### src/rtl/sprite_draw_engine.sv
// Sprite rasteriser for the 160x120 VGA adapter: on each plot strobe it erases the
// sprite at its previous position, then draws it at the new one, one pixel per clk.
module sprite_draw_engine #(
  parameter int unsigned SPRITE_SIZE  = 4,
  parameter int unsigned H_RES        = 160,
  parameter int unsigned V_RES        = 120,
  parameter logic [2:0]  BG_COLOUR    = 3'b000,
  parameter logic [2:0]  PAC_COLOUR   = 3'b110,
  parameter logic [2:0]  GHOST_COLOUR = 3'b100,
  parameter logic [2:0]  ALT_COLOUR   = 3'b111
) (
  input  logic       clk,
  input  logic       reset,
  input  logic       plot,
  input  logic [1:0] s_plot_color,
  input  logic [7:0] x_position,
  input  logic [6:0] y_position,
  input  logic       forget_old,
  output logic [7:0] vga_x,
  output logic [6:0] vga_y,
  output logic [2:0] vga_colour,
  output logic       vga_plot,
  output logic       busy,
  output logic       done
);

  localparam int unsigned XW = 8;
  localparam int unsigned YW = 7;
  localparam int unsigned CW = 3;
  localparam int unsigned PW = 3;
  localparam logic [PW-1:0] LAST = PW'(SPRITE_SIZE - 1);

  typedef enum logic [1:0] {IDLE, ERASE, DRAW, DONE} state_t;

  state_t         state;
  logic [XW-1:0]  new_x;
  logic [XW-1:0]  old_x;
  logic [YW-1:0]  new_y;
  logic [YW-1:0]  old_y;
  logic [CW-1:0]  colour;
  logic           old_valid;
  logic [PW-1:0]  col;
  logic [PW-1:0]  row;
  logic [PW-1:0]  col_nxt;
  logic [PW-1:0]  row_nxt;
  logic           last_px;

  // col/row hold the pixel currently on the outputs; these point at the one after it
  assign last_px = (col == LAST) && (row == LAST);
  assign col_nxt = (col == LAST) ? '0 : col + PW'(1);
  assign row_nxt = (col == LAST) ? row + PW'(1) : row;

  // {in_frame, x, y} for a sprite pixel; sums are one bit wider so nothing wraps
  function automatic logic [XW+YW:0] pixel(input logic [XW-1:0] bx,
                                           input logic [YW-1:0] by,
                                           input logic [PW-1:0] c,
                                           input logic [PW-1:0] r);
    logic [XW:0] px;
    logic [YW:0] py;
    px = (XW+1)'(bx) + (XW+1)'(c);
    py = (YW+1)'(by) + (YW+1)'(r);
    return {(px < (XW+1)'(H_RES)) && (py < (YW+1)'(V_RES)), px[XW-1:0], py[YW-1:0]};
  endfunction

  function automatic logic [CW-1:0] decode(input logic [1:0] sel);
    case (sel)
      2'd0:    return BG_COLOUR;
      2'd1:    return PAC_COLOUR;
      2'd2:    return GHOST_COLOUR;
      default: return ALT_COLOUR;
    endcase
  endfunction

  always_ff @(posedge clk) begin
    if (reset) begin
      state      <= IDLE;
      new_x      <= '0;
      new_y      <= '0;
      old_x      <= '0;
      old_y      <= '0;
      colour     <= '0;
      old_valid  <= 1'b0;
      col        <= '0;
      row        <= '0;
      vga_x      <= '0;
      vga_y      <= '0;
      vga_colour <= '0;
      vga_plot   <= 1'b0;
      busy       <= 1'b0;
      done       <= 1'b0;
    end else begin
      done <= 1'b0;
      case (state)
        IDLE: begin
          vga_plot <= 1'b0;
          busy     <= 1'b0;
          if (forget_old) old_valid <= 1'b0;
          if (plot) begin
            new_x  <= x_position;
            new_y  <= y_position;
            colour <= decode(s_plot_color);
            col    <= '0;
            row    <= '0;
            busy   <= 1'b1;
            // forget_old in the same cycle suppresses the erase
            if (old_valid && !forget_old) begin
              state                     <= ERASE;
              {vga_plot, vga_x, vga_y}  <= pixel(old_x, old_y, '0, '0);
              vga_colour                <= BG_COLOUR;
            end else begin
              state                     <= DRAW;
              {vga_plot, vga_x, vga_y}  <= pixel(x_position, y_position, '0, '0);
              vga_colour                <= decode(s_plot_color);
            end
          end
        end
        ERASE: begin
          if (last_px) begin
            state                    <= DRAW;
            col                      <= '0;
            row                      <= '0;
            {vga_plot, vga_x, vga_y} <= pixel(new_x, new_y, '0, '0);
            vga_colour               <= colour;
          end else begin
            col                      <= col_nxt;
            row                      <= row_nxt;
            {vga_plot, vga_x, vga_y} <= pixel(old_x, old_y, col_nxt, row_nxt);
            vga_colour               <= BG_COLOUR;
          end
        end
        DRAW: begin
          if (last_px) begin
            state     <= DONE;
            vga_plot  <= 1'b0;
            done      <= 1'b1;
            old_x     <= new_x;
            old_y     <= new_y;
            old_valid <= 1'b1;
          end else begin
            col                      <= col_nxt;
            row                      <= row_nxt;
            {vga_plot, vga_x, vga_y} <= pixel(new_x, new_y, col_nxt, row_nxt);
            vga_colour               <= colour;
          end
        end
        DONE: begin
          state <= IDLE;
          busy  <= 1'b0;
        end
        default: state <= IDLE;
      endcase
    end
  end

endmodule
### config.mk
export PLATFORM = sky130hd
export DESIGN_NAME = sprite_draw_engine
export DESIGN_NICKNAME = d
export VERILOG_FILES = /design/src/rtl/sprite_draw_engine.sv
export SDC_FILE = /design/constraint.sdc
export NUM_CORES = 1
export LEC_CHECK = 0
export CAP_MARGIN = 20
export CORE_MARGIN = 5
export CORE_UTILIZATION = 30
export DETAILED_ROUTE_END_ITERATION = 10
export GPL_TIMING_DRIVEN = 0
export REMOVE_ABC_BUFFERS = 1
export SYNTH_ARGS = -nofsm -noshare
export SYNTH_HDL_FRONTEND = slang
export SYNTH_SLANG_ARGS = --single-unit
### constraint.sdc
create_clock -name clk -period 2.9 [get_ports clk]
set_input_delay 0.58 -clock clk [delete_from_list [all_inputs] [get_ports clk]]
set_output_delay 0.58 -clock clk [all_outputs]
set_load 0.03 [all_outputs]
# [After elaboration in Yosys (flattened, before gate mapping)]
# Cells that the tools add are included.
[op_classes] n_lt_le_gt_ge=10 bitwise=1 n_mux=41 n_eq_ne=12 reduce_logical=19 add_sub_neg=6
[op_table] cell="3-bit case mux with 3 select lines" n=4
[op_table] cell="3-bit 2-to-1 mux" n=11
[op_table] cell="8-bit 2-to-1 mux" n=4
[op_table] cell="7-bit 2-to-1 mux" n=4
[op_table] cell="8-bit less-than comparator (second input constant)" n=3
[op_table] cell="8-bit case mux with 3 select lines" n=1
[op_table] cell="7-bit less-than comparator (second input constant)" n=3
[op_table] cell="7-bit case mux with 3 select lines" n=1
[op_table] cell="8-bit by 3-bit adder with 9-bit output" n=2
[op_table] cell="9-bit by 8-bit less-than comparator with 1-bit output (second input constant)" n=2
[op_table] cell="7-bit by 3-bit adder with 8-bit output" n=2
[op_table] cell="8-bit by 7-bit less-than comparator with 1-bit output (second input constant)" n=2
[op_table] cell="2-bit != test (second input constant)" n=5
[op_table] cell="3-bit AND reduction" n=3
[op_table] cell="1-bit 2-to-1 mux" n=8
[op_table] cell="2-bit 2-to-1 mux" n=4
[op_table] cell="2-bit case mux with 4 select lines" n=1
[op_table] cell="1-bit logical AND" n=7
[op_table] cell="3-bit by 1-bit adder with 3-bit output (second input constant)" n=2
[op_table] cell="2-bit == test (second input constant)" n=3
[op_table] cell="3-bit by 2-bit == test with 1-bit output (second input constant)" n=2
[op_table] cell="2-bit by 1-bit == test with 1-bit output (second input constant)" n=2
[op_table] cell="2-bit zero test" n=2
[op_table] cell="1-bit case mux with 2 select lines" n=2
[op_table] cell="7 further kinds" n=9
[totals] inputBits=21 output_inout_bits=21 regBits=63 wordCells=104

# [Longest topological paths before layout]
[logic_depth] word_depth=7 mapped_depth=12 depth_no_buf=11

# [Least setup slack after synthesis]
# Ideal clock, no wire load.
[synth_timing] path_kind="register to register" startpoint="register col[0]" endpoint="register vga_y[6]" setup_slack_ps=-125 required_ps=2785 synth_period_minus_slack_ps=3025 setup_time_ps=115 path_stages_with_launch=13 arrival_ps=2911 n_path_buf=1 cell_sequence="dfxtp_1 > ha_1 > and2b_1 > clkbuf_1 > xor2_1 > ha_1 > inv_1 > fa_1 > and2b_1 > o2111ai_1 > xor2_1 > a211o_1 > a2111oi_0"
[synth_between] elab_chain_len=5 elab_cells_between_ends=10 cone_classes="add/sub (2); eq/ne (2); mux (4); reduce/logical (2)"
[synth_rtl] item="start: declaration" line="42" rtl="logic [PW-1:0] col;"
[synth_rtl] item="start signal: assignment" line="125" rtl="col <= col_nxt;"
[synth_rtl] item="start signal: assignment" line="140" rtl="col <= col_nxt;"
[synth_rtl] item="3-bit by 2-bit == test with 1-bit output (*)" line="49, 51"
[synth_rtl] item="3-bit 2-to-1 mux" line="51" rtl="assign row_nxt = (col == LAST) ? row + PW'(1) : row;"
[synth_rtl] item="7-bit by 3-bit adder with 8-bit output" line="61" rtl="py = (YW+1)'(by) + (YW+1)'(r);"
[synth_rtl] item="7-bit 2-to-1 mux, on equally long branches" line="132, 118"
[synth_rtl] item="7-bit case mux with 3 select lines" line="93" rtl="case (state)"
[synth_rtl] item="end signal: assignment" line="108" rtl="{vga_plot, vga_x, vga_y} <= pixel(old_x, old_y, '0, '0);"
[synth_rtl] item="end signal: assignment" line="127" rtl="{vga_plot, vga_x, vga_y} <= pixel(old_x, old_y, col_nxt, row_nxt);"
[synth_rtl] item="end signal: assignment" line="142" rtl="{vga_plot, vga_x, vga_y} <= pixel(new_x, new_y, col_nxt, row_nxt);"
[synth_rtl] item="end: declaration" line="20" rtl="output logic [6:0] vga_y,"
# Every way passes the cells marked *; elsewhere a longest branch is shown, timed or not. The select of a mux whose other input is x is not followed.
# A chain may end at the register's enable or synchronous reset.

# [Worst setup path in the final report]
# Ends and elaborated chain as after synthesis.

==> impl_metrics.yaml <==
global_routing:
  gr-max-usage-layer: "met2"
  grt.met3_usage_pct: 2.51
  grt_max_degree: 45
  grt_pass1_wl_mm: 20.8
  grt_pass1_vias: 3961
  use_met1_pct: 20.9
  use_met2_pct: 26.3
  grt_usage_pct: 16.1
  grt-ovfl-total: 0
  grt_antenna_before_repair: 0
pwr:
  p_leak_nw: 1.90
  finalPower_w: 0.00481
  power_density_nw_per_um2: 922
  peakVddDrop_v: 0.000421
sta:
  finClkSkew_ps: 5.37
  fmax_ghz: 0.355
  fin_ws_ps: 84.0
  period_share_pct: 97.1
  slew_violations: 0
  tightest_slew_ps: 1050
  slew_headroom_pct: 29.7
  period_needed_ps: 2820
  hold_viol_final: 0
  rsz0062_at_grt: "true"
  setup_viol: 0
  worst_hold_slack_ps: 456
finish:
  multi_input_area_um2: 2740
  syn_to_final_growth_pct: 25.9
  fin_nets: 595
  drive_gt1_share_pct: 13.9
  ff_latch_area_um2: 1270
  antennaDiodeCount: 0
  layout_common_cells: "103 x nand2_1, 61 x dfxtp_1, 56 x a21oi_1"
  final_common_cell: "nand2_1"
  fillCellCount: 1406
floorplan:
  dieArea_um2: 16300
  die_h_um: 128
  die_x_um: 128
  rows: 43
  io_pins: 42
  coreArea_um2: 13700
  start_util_pct: 30.2
clocking:
  clockBufferDepth: 2
  cts_tree: "yes"
  htreeDepth: 3
  clock-sinks: 63
  cts_made_buffers: 9
  cts.clk_slew.worst_paths_ps: 50
  cts_root_buf: "clkbuf_16"
  clk-insertion-delay-late_ps: 340
  postCtsHoldBufs: 0
critical_path:
  cp_data_arrival_time_ps: 3060
  cp.required_ps: 3140
  r2r_start: "col[0]$_SDFFE_PP0P_"
  path_class: "flop to flop"
  crit_fanout: 6
  endpoint: "vga_y[6]$_SDFFE_PP0P_"
  cp-startpoint: "col[0]$_SDFFE_PP0P_"
  r2r_end: "vga_y[6]$_SDFFE_PP0P_"
  endpoint_kind: "flop"
  reg2reg_slack_ps: 80
  crit_path_start_kind: "flop"
  r2r_cells: 11
outcome:
  status: "finished clean"
logic_synthesis:
  synth_cell_types: 69
  syn_area_um2: 4150
  synth_top_cell_area_share_pct: 30.4
  yosys.area.top_type: "dfxtp_1"
  yosysSeqAreaShare_pct: 30.4
  synth.ff_latch_count: 63
  syn_area_per_cell_um2: 7.89
  async_reset_ff_share_pct: 0
  yosysWarningCount: 0
  synth_area_leaders: "dfxtp_1 30%, nand2_1 9.3%, a21oi_1 6.8%"
  synth-edff-count: 0
  ys.flop_type: "dfxtp_1"
  syn_inst: 526
min_path:
  worstHoldStart: "colour[1]$_SDFFE_PP0P_"
  worstHoldPathType: "flop to flop"
route:
  ant_nets: 0
  drtPass1Iterations: 7
  vias_per_cell: 5.38
  drt-initial-drc-count: 313
  wirelength_mm: 12.8
  drc: 0
  routedWlPerCell_um: 17.4
  detailroute.via_count: 3954
flow_run:
  max_cap_viol_count: 0
placed_design:
  gp_congestion: 0.928
  dpl.hpwl_mm: 8.40
  pre_cts_ws_ps: -693
  io_buffers: 41
-- what timing repair did --
item | CTS | global route
gates resized for setup | 17 | 21
endpoints found under the setup margin | 24 | 17
pin swaps | 5 | 9
setup buffers | 5 | 5
-- stage by stage --
stage                     cells  utilization, %  setup TNS [ps]  instance area (um^2)
after CTS                   730            37.3           -56.1                  5120
final                       735            38.1               0                  5220
after floorplan             486               -           -20.4                  3960
after global placement      707            33.5          -28620                  4590
after global routing        735            38.1           -78.9                  5220
after detailed placement    709            33.8          -10650                  4640
-- kinds of logic (layout without fill, tap and decap cells) --
logic type,count (synthesis),count (layout),synth area share [%]
simple gates,204,204,23.0
compound gates,148,148,25.7
flops,63,63,30.4
buf+inv,57,86,6.18
fa+ha+maj,24,24,7.96
xor+xnor,20,20,4.22
mux,10,10,2.50
-- worst min-delay path by stage --
stage                                  end  slack, ps  cells past startpoint
finish              colour[1]$_SDFFE_PP0P_        460                      2
CTS                 colour[0]$_SDFFE_PP0P_        460                      2
detailed placement  colour[0]$_SDFFE_PP0P_        450                      2
global placement    colour[0]$_SDFFE_PP0P_        440                      2
floorplan           colour[0]$_SDFFE_PP0P_        430                      2
global route         vga_x[1]$_SDFFE_PP0P_        480                      2
-- cell type report --
type	count	share of cell area (%)
sequential	63	24.2
clock buffer	10	4.57
multi-input combinational	406	52.5
tap	180	4.31
timing repair buffer	53	10.1
inverter	17	1.34
clock inverter	6	2.97
-- cells in the mapped netlist (all sizes together), types with 2 or more instances --
cell,number
nor4b,2
nand2b,4
and3,5
a211o,3
mux2i,7
nor3,6
nand3,4
nand3b,4
o41ai,2
fa,4
buf,13
a21oi,60
xor2,7
nand4,5
dfxtp,63
o211ai,4
o2111ai,4
and2b,2
a21o,4
ha,20
a211oi,7
a311oi,2
a22oi,5
nor4,2
clkbuf,27
mux2,3
nand2,103
a2111oi,11
o21ai,20
xnor2,13
or3,3
nor2b,9
and2,7
nor2,41
a221oi,7
o211a,2
inv,16
and4b,2
a31oi,6
-- registers in the layout (all words and copies together), names as in the netlist --
register    flops
busy            1
col             3
colour          3
done            1
new_x           8
new_y           7
old_valid       1
old_x           8
old_y           7
row             3
state           2
vga_colour      3
vga_plot        1
vga_x           8
vga_y           7
-- metal layers --
| metal | up-vias | wire length (um) | share of wire [%] |
|---|---|---|---|
| met2 | 116 | 6280 | 49 |
| li1 | 1922 | - | - |
| met1 | 1901 | 5630 | 44 |
| met3 | 15 | 667 | 5.2 |
| met5 | - | 0 | 0 |
| met4 | 0 | 223 | 1.7 |
-- worst max-delay path, stage by stage (launching register included) --
cell and delay [ps]:
dfxtp_4 360, ha_4 180, and2b_2 240, buf_4 150, mux2_4 230, inv_4 50, fa_2 380, and2b_1 240
o2111ai_2 120, xor2_1 180, a211o_1 300, a2111oi_4 290
-- report_power, final --
group / switching (W) / total, W / internal, W
logic: 0.00133 / 0.00214 / 0.000807
registers: 0.000174 / 0.00124 / 0.00107
clock network: 0.000402 / 0.00144 / 0.00104
Note: power is estimated with default switching activity, not from simulation.
